[src/rtl/sort_frame_stat_pkg.sv]
// Shared widths and state encoding for the sorter-output frame statistics block.
package sort_frame_stat_pkg;

  localparam int unsigned DW        = 9;
  localparam int unsigned FRAME_LEN = 6;
  localparam int unsigned CW        = 3;
  localparam int unsigned SW        = 12;

  typedef enum logic {
    StIdle = 1'b0,
    StAcc  = 1'b1
  } state_e;

endpackage

[src/rtl/sort_frame_stat_if.sv]
// Frame word input and statistics result bus of sort_frame_stat.
interface sort_frame_stat_if;
  import sort_frame_stat_pkg::*;

  logic          in_valid;
  logic [DW-1:0] data_in;
  logic          out_valid;
  logic [SW-1:0] sum_out;
  logic [DW-1:0] max_out;
  logic [DW-1:0] min_out;
  logic [DW-1:0] first_out;
  logic [DW-1:0] last_out;
  logic          desc_ok;
  logic          frame_err;
  logic [7:0]    frame_cnt;

  modport master (
    output in_valid, data_in,
    input  out_valid, sum_out, max_out, min_out, first_out, last_out, desc_ok, frame_err,
           frame_cnt
  );

  modport slave (
    input  in_valid, data_in,
    output out_valid, sum_out, max_out, min_out, first_out, last_out, desc_ok, frame_err,
           frame_cnt
  );
endinterface

[src/rtl/sort_frame_stat_stat_update.sv]
// Combinational next-value of the running sum/max/min/descending flag for one new word.
module sort_frame_stat_stat_update
  import sort_frame_stat_pkg::*;
(
  input  logic [SW-1:0] sum_acc,
  input  logic [DW-1:0] max_acc,
  input  logic [DW-1:0] min_acc,
  input  logic [DW-1:0] prev,
  input  logic          desc_acc,
  input  logic [DW-1:0] data_in,
  output logic [SW-1:0] sum_nxt,
  output logic [DW-1:0] max_nxt,
  output logic [DW-1:0] min_nxt,
  output logic          desc_nxt
);

  assign sum_nxt  = sum_acc + SW'(data_in);
  assign max_nxt  = (data_in > max_acc) ? data_in : max_acc;
  assign min_nxt  = (data_in < min_acc) ? data_in : min_acc;
  assign desc_nxt = desc_acc & (prev >= data_in);

endmodule

[src/rtl/sort_frame_stat.sv]
// Per-frame statistics over FRAME_LEN contiguous words; a gap mid-frame aborts with frame_err.
module sort_frame_stat
  import sort_frame_stat_pkg::*;
(
  input logic              clk,
  input logic              rst_n,
  sort_frame_stat_if.slave bus
);

  state_e        state_q, state_d;
  logic [CW-1:0] cnt_q, cnt_d;
  logic [SW-1:0] sum_acc_q, sum_acc_d;
  logic [DW-1:0] max_acc_q, max_acc_d, min_acc_q, min_acc_d;
  logic [DW-1:0] first_q, first_d, prev_q, prev_d;
  logic          desc_acc_q, desc_acc_d;

  logic          out_valid_q, out_valid_d, frame_err_q, frame_err_d;
  logic [SW-1:0] sum_out_q, sum_out_d;
  logic [DW-1:0] max_out_q, max_out_d, min_out_q, min_out_d;
  logic [DW-1:0] first_out_q, first_out_d, last_out_q, last_out_d;
  logic          desc_ok_q, desc_ok_d;
  logic [7:0]    frame_cnt_q, frame_cnt_d;

  logic          idle;
  logic [SW-1:0] sum_nxt;
  logic [DW-1:0] max_nxt, min_nxt;
  logic          desc_nxt;

  // In IDLE the updater sees neutral seeds so the same path loads word 0.
  assign idle = (state_q == StIdle);

  sort_frame_stat_stat_update u_stat_update (
    .sum_acc  (idle ? '0 : sum_acc_q),
    .max_acc  (idle ? '0 : max_acc_q),
    .min_acc  (idle ? '1 : min_acc_q),
    .prev     (idle ? '1 : prev_q),
    .desc_acc (idle ? 1'b1 : desc_acc_q),
    .data_in  (bus.data_in),
    .sum_nxt  (sum_nxt),
    .max_nxt  (max_nxt),
    .min_nxt  (min_nxt),
    .desc_nxt (desc_nxt)
  );

  always_comb begin
    state_d     = state_q;
    cnt_d       = cnt_q;
    sum_acc_d   = sum_acc_q;
    max_acc_d   = max_acc_q;
    min_acc_d   = min_acc_q;
    desc_acc_d  = desc_acc_q;
    first_d     = first_q;
    prev_d      = prev_q;
    out_valid_d = 1'b0;
    frame_err_d = 1'b0;
    sum_out_d   = sum_out_q;
    max_out_d   = max_out_q;
    min_out_d   = min_out_q;
    first_out_d = first_out_q;
    last_out_d  = last_out_q;
    desc_ok_d   = desc_ok_q;
    frame_cnt_d = frame_cnt_q;

    unique case (state_q)
      StIdle: begin
        if (bus.in_valid) begin
          sum_acc_d  = sum_nxt;
          max_acc_d  = max_nxt;
          min_acc_d  = min_nxt;
          desc_acc_d = desc_nxt;
          first_d    = bus.data_in;
          prev_d     = bus.data_in;
          cnt_d      = CW'(1);
          state_d    = StAcc;
        end
      end
      StAcc: begin
        if (!bus.in_valid) begin
          frame_err_d = 1'b1;
          cnt_d       = '0;
          state_d     = StIdle;
        end else if (cnt_q == CW'(FRAME_LEN - 1)) begin
          sum_out_d   = sum_nxt;
          max_out_d   = max_nxt;
          min_out_d   = min_nxt;
          desc_ok_d   = desc_nxt;
          first_out_d = first_q;
          last_out_d  = bus.data_in;
          out_valid_d = 1'b1;
          frame_cnt_d = frame_cnt_q + 8'd1;
          cnt_d       = '0;
          state_d     = StIdle;
        end else begin
          sum_acc_d  = sum_nxt;
          max_acc_d  = max_nxt;
          min_acc_d  = min_nxt;
          desc_acc_d = desc_nxt;
          prev_d     = bus.data_in;
          cnt_d      = cnt_q + CW'(1);
        end
      end
      default: state_d = StIdle;
    endcase
  end

  always_ff @(posedge clk or negedge rst_n) begin
    if (!rst_n) begin
      state_q     <= StIdle;
      cnt_q       <= '0;
      sum_acc_q   <= '0;
      max_acc_q   <= '0;
      min_acc_q   <= '0;
      desc_acc_q  <= 1'b0;
      first_q     <= '0;
      prev_q      <= '0;
      out_valid_q <= 1'b0;
      frame_err_q <= 1'b0;
      sum_out_q   <= '0;
      max_out_q   <= '0;
      min_out_q   <= '0;
      first_out_q <= '0;
      last_out_q  <= '0;
      desc_ok_q   <= 1'b0;
      frame_cnt_q <= '0;
    end else begin
      state_q     <= state_d;
      cnt_q       <= cnt_d;
      sum_acc_q   <= sum_acc_d;
      max_acc_q   <= max_acc_d;
      min_acc_q   <= min_acc_d;
      desc_acc_q  <= desc_acc_d;
      first_q     <= first_d;
      prev_q      <= prev_d;
      out_valid_q <= out_valid_d;
      frame_err_q <= frame_err_d;
      sum_out_q   <= sum_out_d;
      max_out_q   <= max_out_d;
      min_out_q   <= min_out_d;
      first_out_q <= first_out_d;
      last_out_q  <= last_out_d;
      desc_ok_q   <= desc_ok_d;
      frame_cnt_q <= frame_cnt_d;
    end
  end

  assign bus.out_valid = out_valid_q;
  assign bus.frame_err = frame_err_q;
  assign bus.sum_out   = sum_out_q;
  assign bus.max_out   = max_out_q;
  assign bus.min_out   = min_out_q;
  assign bus.first_out = first_out_q;
  assign bus.last_out  = last_out_q;
  assign bus.desc_ok   = desc_ok_q;
  assign bus.frame_cnt = frame_cnt_q;

endmodule

[src/flat_wrapper.sv]
// flat-port wrapper written by rule: the top's interface ports become plain ports
module sort_frame_stat_flat import sort_frame_stat_pkg::*;
  (clk, rst_n, bus_in_valid, bus_data_in, bus_out_valid, bus_sum_out, bus_max_out, bus_min_out, bus_first_out, bus_last_out, bus_desc_ok, bus_frame_err, bus_frame_cnt);
  sort_frame_stat_if bus_i ();
  input logic clk;
  input logic rst_n;
  input wire logic [$bits(bus_i.in_valid)-1:0] bus_in_valid;
  input wire logic [$bits(bus_i.data_in)-1:0] bus_data_in;
  output wire logic [$bits(bus_i.out_valid)-1:0] bus_out_valid;
  output wire logic [$bits(bus_i.sum_out)-1:0] bus_sum_out;
  output wire logic [$bits(bus_i.max_out)-1:0] bus_max_out;
  output wire logic [$bits(bus_i.min_out)-1:0] bus_min_out;
  output wire logic [$bits(bus_i.first_out)-1:0] bus_first_out;
  output wire logic [$bits(bus_i.last_out)-1:0] bus_last_out;
  output wire logic [$bits(bus_i.desc_ok)-1:0] bus_desc_ok;
  output wire logic [$bits(bus_i.frame_err)-1:0] bus_frame_err;
  output wire logic [$bits(bus_i.frame_cnt)-1:0] bus_frame_cnt;
  assign bus_i.in_valid = bus_in_valid;
  assign bus_i.data_in = bus_data_in;
  assign bus_out_valid = bus_i.out_valid;
  assign bus_sum_out = bus_i.sum_out;
  assign bus_max_out = bus_i.max_out;
  assign bus_min_out = bus_i.min_out;
  assign bus_first_out = bus_i.first_out;
  assign bus_last_out = bus_i.last_out;
  assign bus_desc_ok = bus_i.desc_ok;
  assign bus_frame_err = bus_i.frame_err;
  assign bus_frame_cnt = bus_i.frame_cnt;
  sort_frame_stat u_core (.clk(clk), .rst_n(rst_n), .bus(bus_i));
endmodule
[config.mk]
export PLATFORM = sky130hd
export DESIGN_NAME = sort_frame_stat_flat
export DESIGN_NICKNAME = d
export VERILOG_FILES = /design/src/rtl/sort_frame_stat_pkg.sv /design/src/rtl/sort_frame_stat_if.sv /design/src/rtl/sort_frame_stat_stat_update.sv /design/src/rtl/sort_frame_stat.sv /design/src/flat_wrapper.sv
export SDC_FILE = /design/constraint.sdc
export NUM_CORES = 1
export LEC_CHECK = 0
export CORE_MARGIN = 2
export CORE_UTILIZATION = 25
export DETAILED_ROUTE_END_ITERATION = 8
export SLEW_MARGIN = 10
export SYNTH_ARGS = -nofsm -noshare
export SYNTH_HDL_FRONTEND = slang
export SYNTH_SLANG_ARGS = --single-unit
[constraint.sdc]
create_clock -name clk -period 5.53 [get_ports clk]
set_clock_uncertainty 0.15 [all_clocks]
set_input_delay 0.553 -clock clk [delete_from_list [all_inputs] [get_ports clk]]
set_output_delay 0.553 -clock clk [all_outputs]
set_load 0.01 [all_outputs]
==> results.md <==
* Status: complete, no violations
* Vias per cell at about 4.6
* Pin count of the biggest net entering global routing at 64
* Final hold violations at 0
* Max cap viols at 0
* WL final at 13.8 mm
* Critical path's largest stage delay at 650 ps
* Setup_tns at 0 ps
* Period utilization at 0.593
* Critical path, cell by cell: inv_1, nor2_1, ha_1, a211oi_1, o21ai_0, a21o_1, or2_0, o22a_1
* Core Area at approximately 22000 sq um
* Post-Syn Instances at 547
* Die ar. at ~23000 sq um
* CTS root buf: clkbuf_16
* PostCTS Resize Cnt at 0
* Distinct cell type count after synthesis at 57
* Area leader, netlist: dfrtp_1
* Post-DP HPWL at 9.58 mm
* Crit. End Element: register
* Pins over their slew limit at 0
* Max stage delay cell, worst path: dfrtp_1
* Leakage at 3.08 nW
* Clock transition at path regs at 80 ps
* Initial antenna violation count at 0
* Residual DRC at 0
* P per Cell Area at between 300 and 400 nW/um^2
* I/O Buffers at 70
* Total CTS buffers at 9
* Fin cells at ~890
* Routability-driven placement congestion ratio at 0.787
* H-tree depth at 3
* Main area contributors after synthesis: dfrtp_1 51%, nand2_1 9.3%, ha_1 8.2%, o21ai_0 4.4%, mux2_2 1.6%
* Wire per inst at 15.5 um
* Worst Path Required at about 5600 ps
* Area growth syn-to-layout at 22.4%
* Post-synth EDFFs at 0
* Most frequent cells after synthesis: 137 x nand2_1, 112 x dfrtp_1, 49 x o21ai_0, 36 x ha_1, 18 x nor2_1
* Routed vias at 4082
* Vias in the first global route at about 4000
* DIE HEIGHT at 153 um
* FMAX at 305 MHz
* Least-Margin Pin Slew at between 800 and 900 ps
* CP Launch Type: register
* Max_slew headroom at 0.445
* Area fraction of the dominant cell type after synthesis at 0.508
* Most common cell in the synthesized netlist: nand2_1
* First-pass GRT wire length at 22.6 mm
* Worst IR Drop VDD at roughly 0.17 mV
* Global-route usage over all layers at 0.122
* Clock sinks at 112
* Crit path arrival time at 3380 ps
* Setup violators final at 0
* Post-CTS setup buffer count at 0
* Tmin final at ~3300 ps
* Routed Antenna Nets at 0
* Synthesized flop and latch total at 112
* Cell area after synthesis at approximately 5500 sq um
* Clk_lat worst skew at around 360 ps
* Initial Utilization at 0.254
* # rows at 54
* FFs w/ async S/R, synth at 1.00
* Top Ports at 71
* Worst-path fanout max at 14
* Gr ovfl total at 0
* Chip Width at approximately 150 um
* Mean area per synthesized cell at about 10 sq um
* Synth Warn # at 0
* Post-synth top flop: dfrtp_1
* # diodes at 0
* DRT iter0 DRCs at between 200 and 300
* 1st-pass router iterations at 4
* DP Cell Count at approximately 880
* Hold crit path type: primary input to async pin
* Kind of critical path: register to register
* Seq/Total Area, Yosys at 0.508
* Layout cell share with drive strength beyond 1 at 0.0719
* CTS tree: built
* RSZ-0062 raised after global routing: no
* CTS Buffer Depth at 2
* Pwr Total at 2.25 mW
* Syn nets at 596
* Nets at 656
* CTS Hold Buffers Added at 0
[cells in the final DEF, fill, tap and decap left out, drive strengths merged, types with 4 or more instances in the layout]
cell / netlist / layout
a21oi: 16 / 16
inv: 18 / 19
xnor2: 8 / 8
nand2: 139 / 139
nand4: 5 / 5
and2: 9 / 9
a22oi: 10 / 10
a22o: 10 / 10
dfrtp: 112 / 112
nand2b: 11 / 11
o221ai: 10 / 10
nor2: 19 / 19
o22a: 9 / 9
clkbuf: 11 / 11
mux2: 9 / 9
ha: 36 / 36
o21ai: 54 / 54
nor2b: 4 / 4
clkdlybuf4s50: 0 / 69
a21o: 6 / 6
xor2: 7 / 7
[state kept, by name (all words and copies together), names as in the netlist]
signal,cells
u_core.bus.sum_out,12
u_core.sum_acc_q,12
u_core.bus.frame_err,1
u_core.bus.max_out,9
u_core.cnt_q,3
u_core.bus.frame_cnt,8
u_core.bus.desc_ok,1
u_core.max_acc_q,9
u_core.bus.out_valid,1
u_core.first_q,9
u_core.bus.first_out,9
u_core.bus.min_out,9
u_core.desc_acc_q,1
u_core.bus.last_out,9
u_core.state_q,1
u_core.min_acc_q,9
u_core.prev_q,9
[per-stage QoR]
stage / cell area [sq um] / worst slack (ps) / utilization / hold WS, ps
2_1_floorplan: 5520 / 2740 / - / 107
3_5_place_dp: 6470 / 2090 / 0.297 / 311
3_3_place_gp: 6470 / 2150 / 0.297 / 301
5_1_grt: 6760 / 1910 / 0.311 / 205
4_1_cts: 6760 / 2210 / 0.311 / 166
6_report: 6760 / 2250 / 0.311 / 129
[cell families (layout without fill, tap and decap cells)]
group / Yosys count / after routing / synth area share
simple gates: 201 / 201 / 0.166
compound gates: 130 / 130 / 0.161
flops: 112 / 112 / 0.508
buf+inv: 41 / 106 / 0.0333
fa+ha+maj: 37 / 37 / 0.0852
xor+xnor: 15 / 15 / 0.0238
mux: 11 / 11 / 0.0227
[path summary, 6_finish.rpt]
check,start,to,slack (ps),depth (start not counted)
worst min register to register,u_core.first_q[4],u_core.bus.first_out[4],320,2
worst max register to register,u_core.state_q,u_core.min_acc_q[6],2250,8
worst max-delay path,u_core.state_q,u_core.min_acc_q[6],2250,8
min in group clk,u_core.first_q[4],u_core.bus.first_out[4],320,2
max in group asynchronous,rst_n,u_core.bus.max_out[2],3880,2
worst min-delay path,rst_n,u_core.bus.sum_out[9],130,1
[worst max-delay path, delay by kind of cell (launching register included)]
family	cells	cell delay (ps)
adder cells (fa/ha/maj)	1	280
buffers and inverters	1	370
AND/OR/NAND/NOR	2	720
flip-flops	1	650
AO/OA/AOI/OAI	4	1000
[area by class of cell]
| class | count | area [sq um] |
|---|---|---|
| clock buffer | 11 | 233 |
| clock inverter | 5 | 56.3 |
| fill | 2256 | 15000 |
| inverter | 18 | 67.6 |
| multi-input combinational | 394 | 2530 |
| sequential | 112 | 2800 |
| tap | 280 | 350 |
| timing repair buffer | 72 | 713 |
[report_power, final]
part	total, mW	leakage, nW	internal [mW]	switching (mW)
sequential	1.03	1.45	0.947	0.0859
clock	0.660	0.140	0.353	0.307
combinational	0.561	1.49	0.275	0.286
[metal layers]
layer	vias up	share of wire	GRT usage
li1	2010	-	-
met1	2001	0.47	0.160
met2	60	0.48	0.202
met3	11	0.038	0.0279
met4	0	0.013	0.0344
met5	-	0	0
Power figures use the tool's default switching activity.
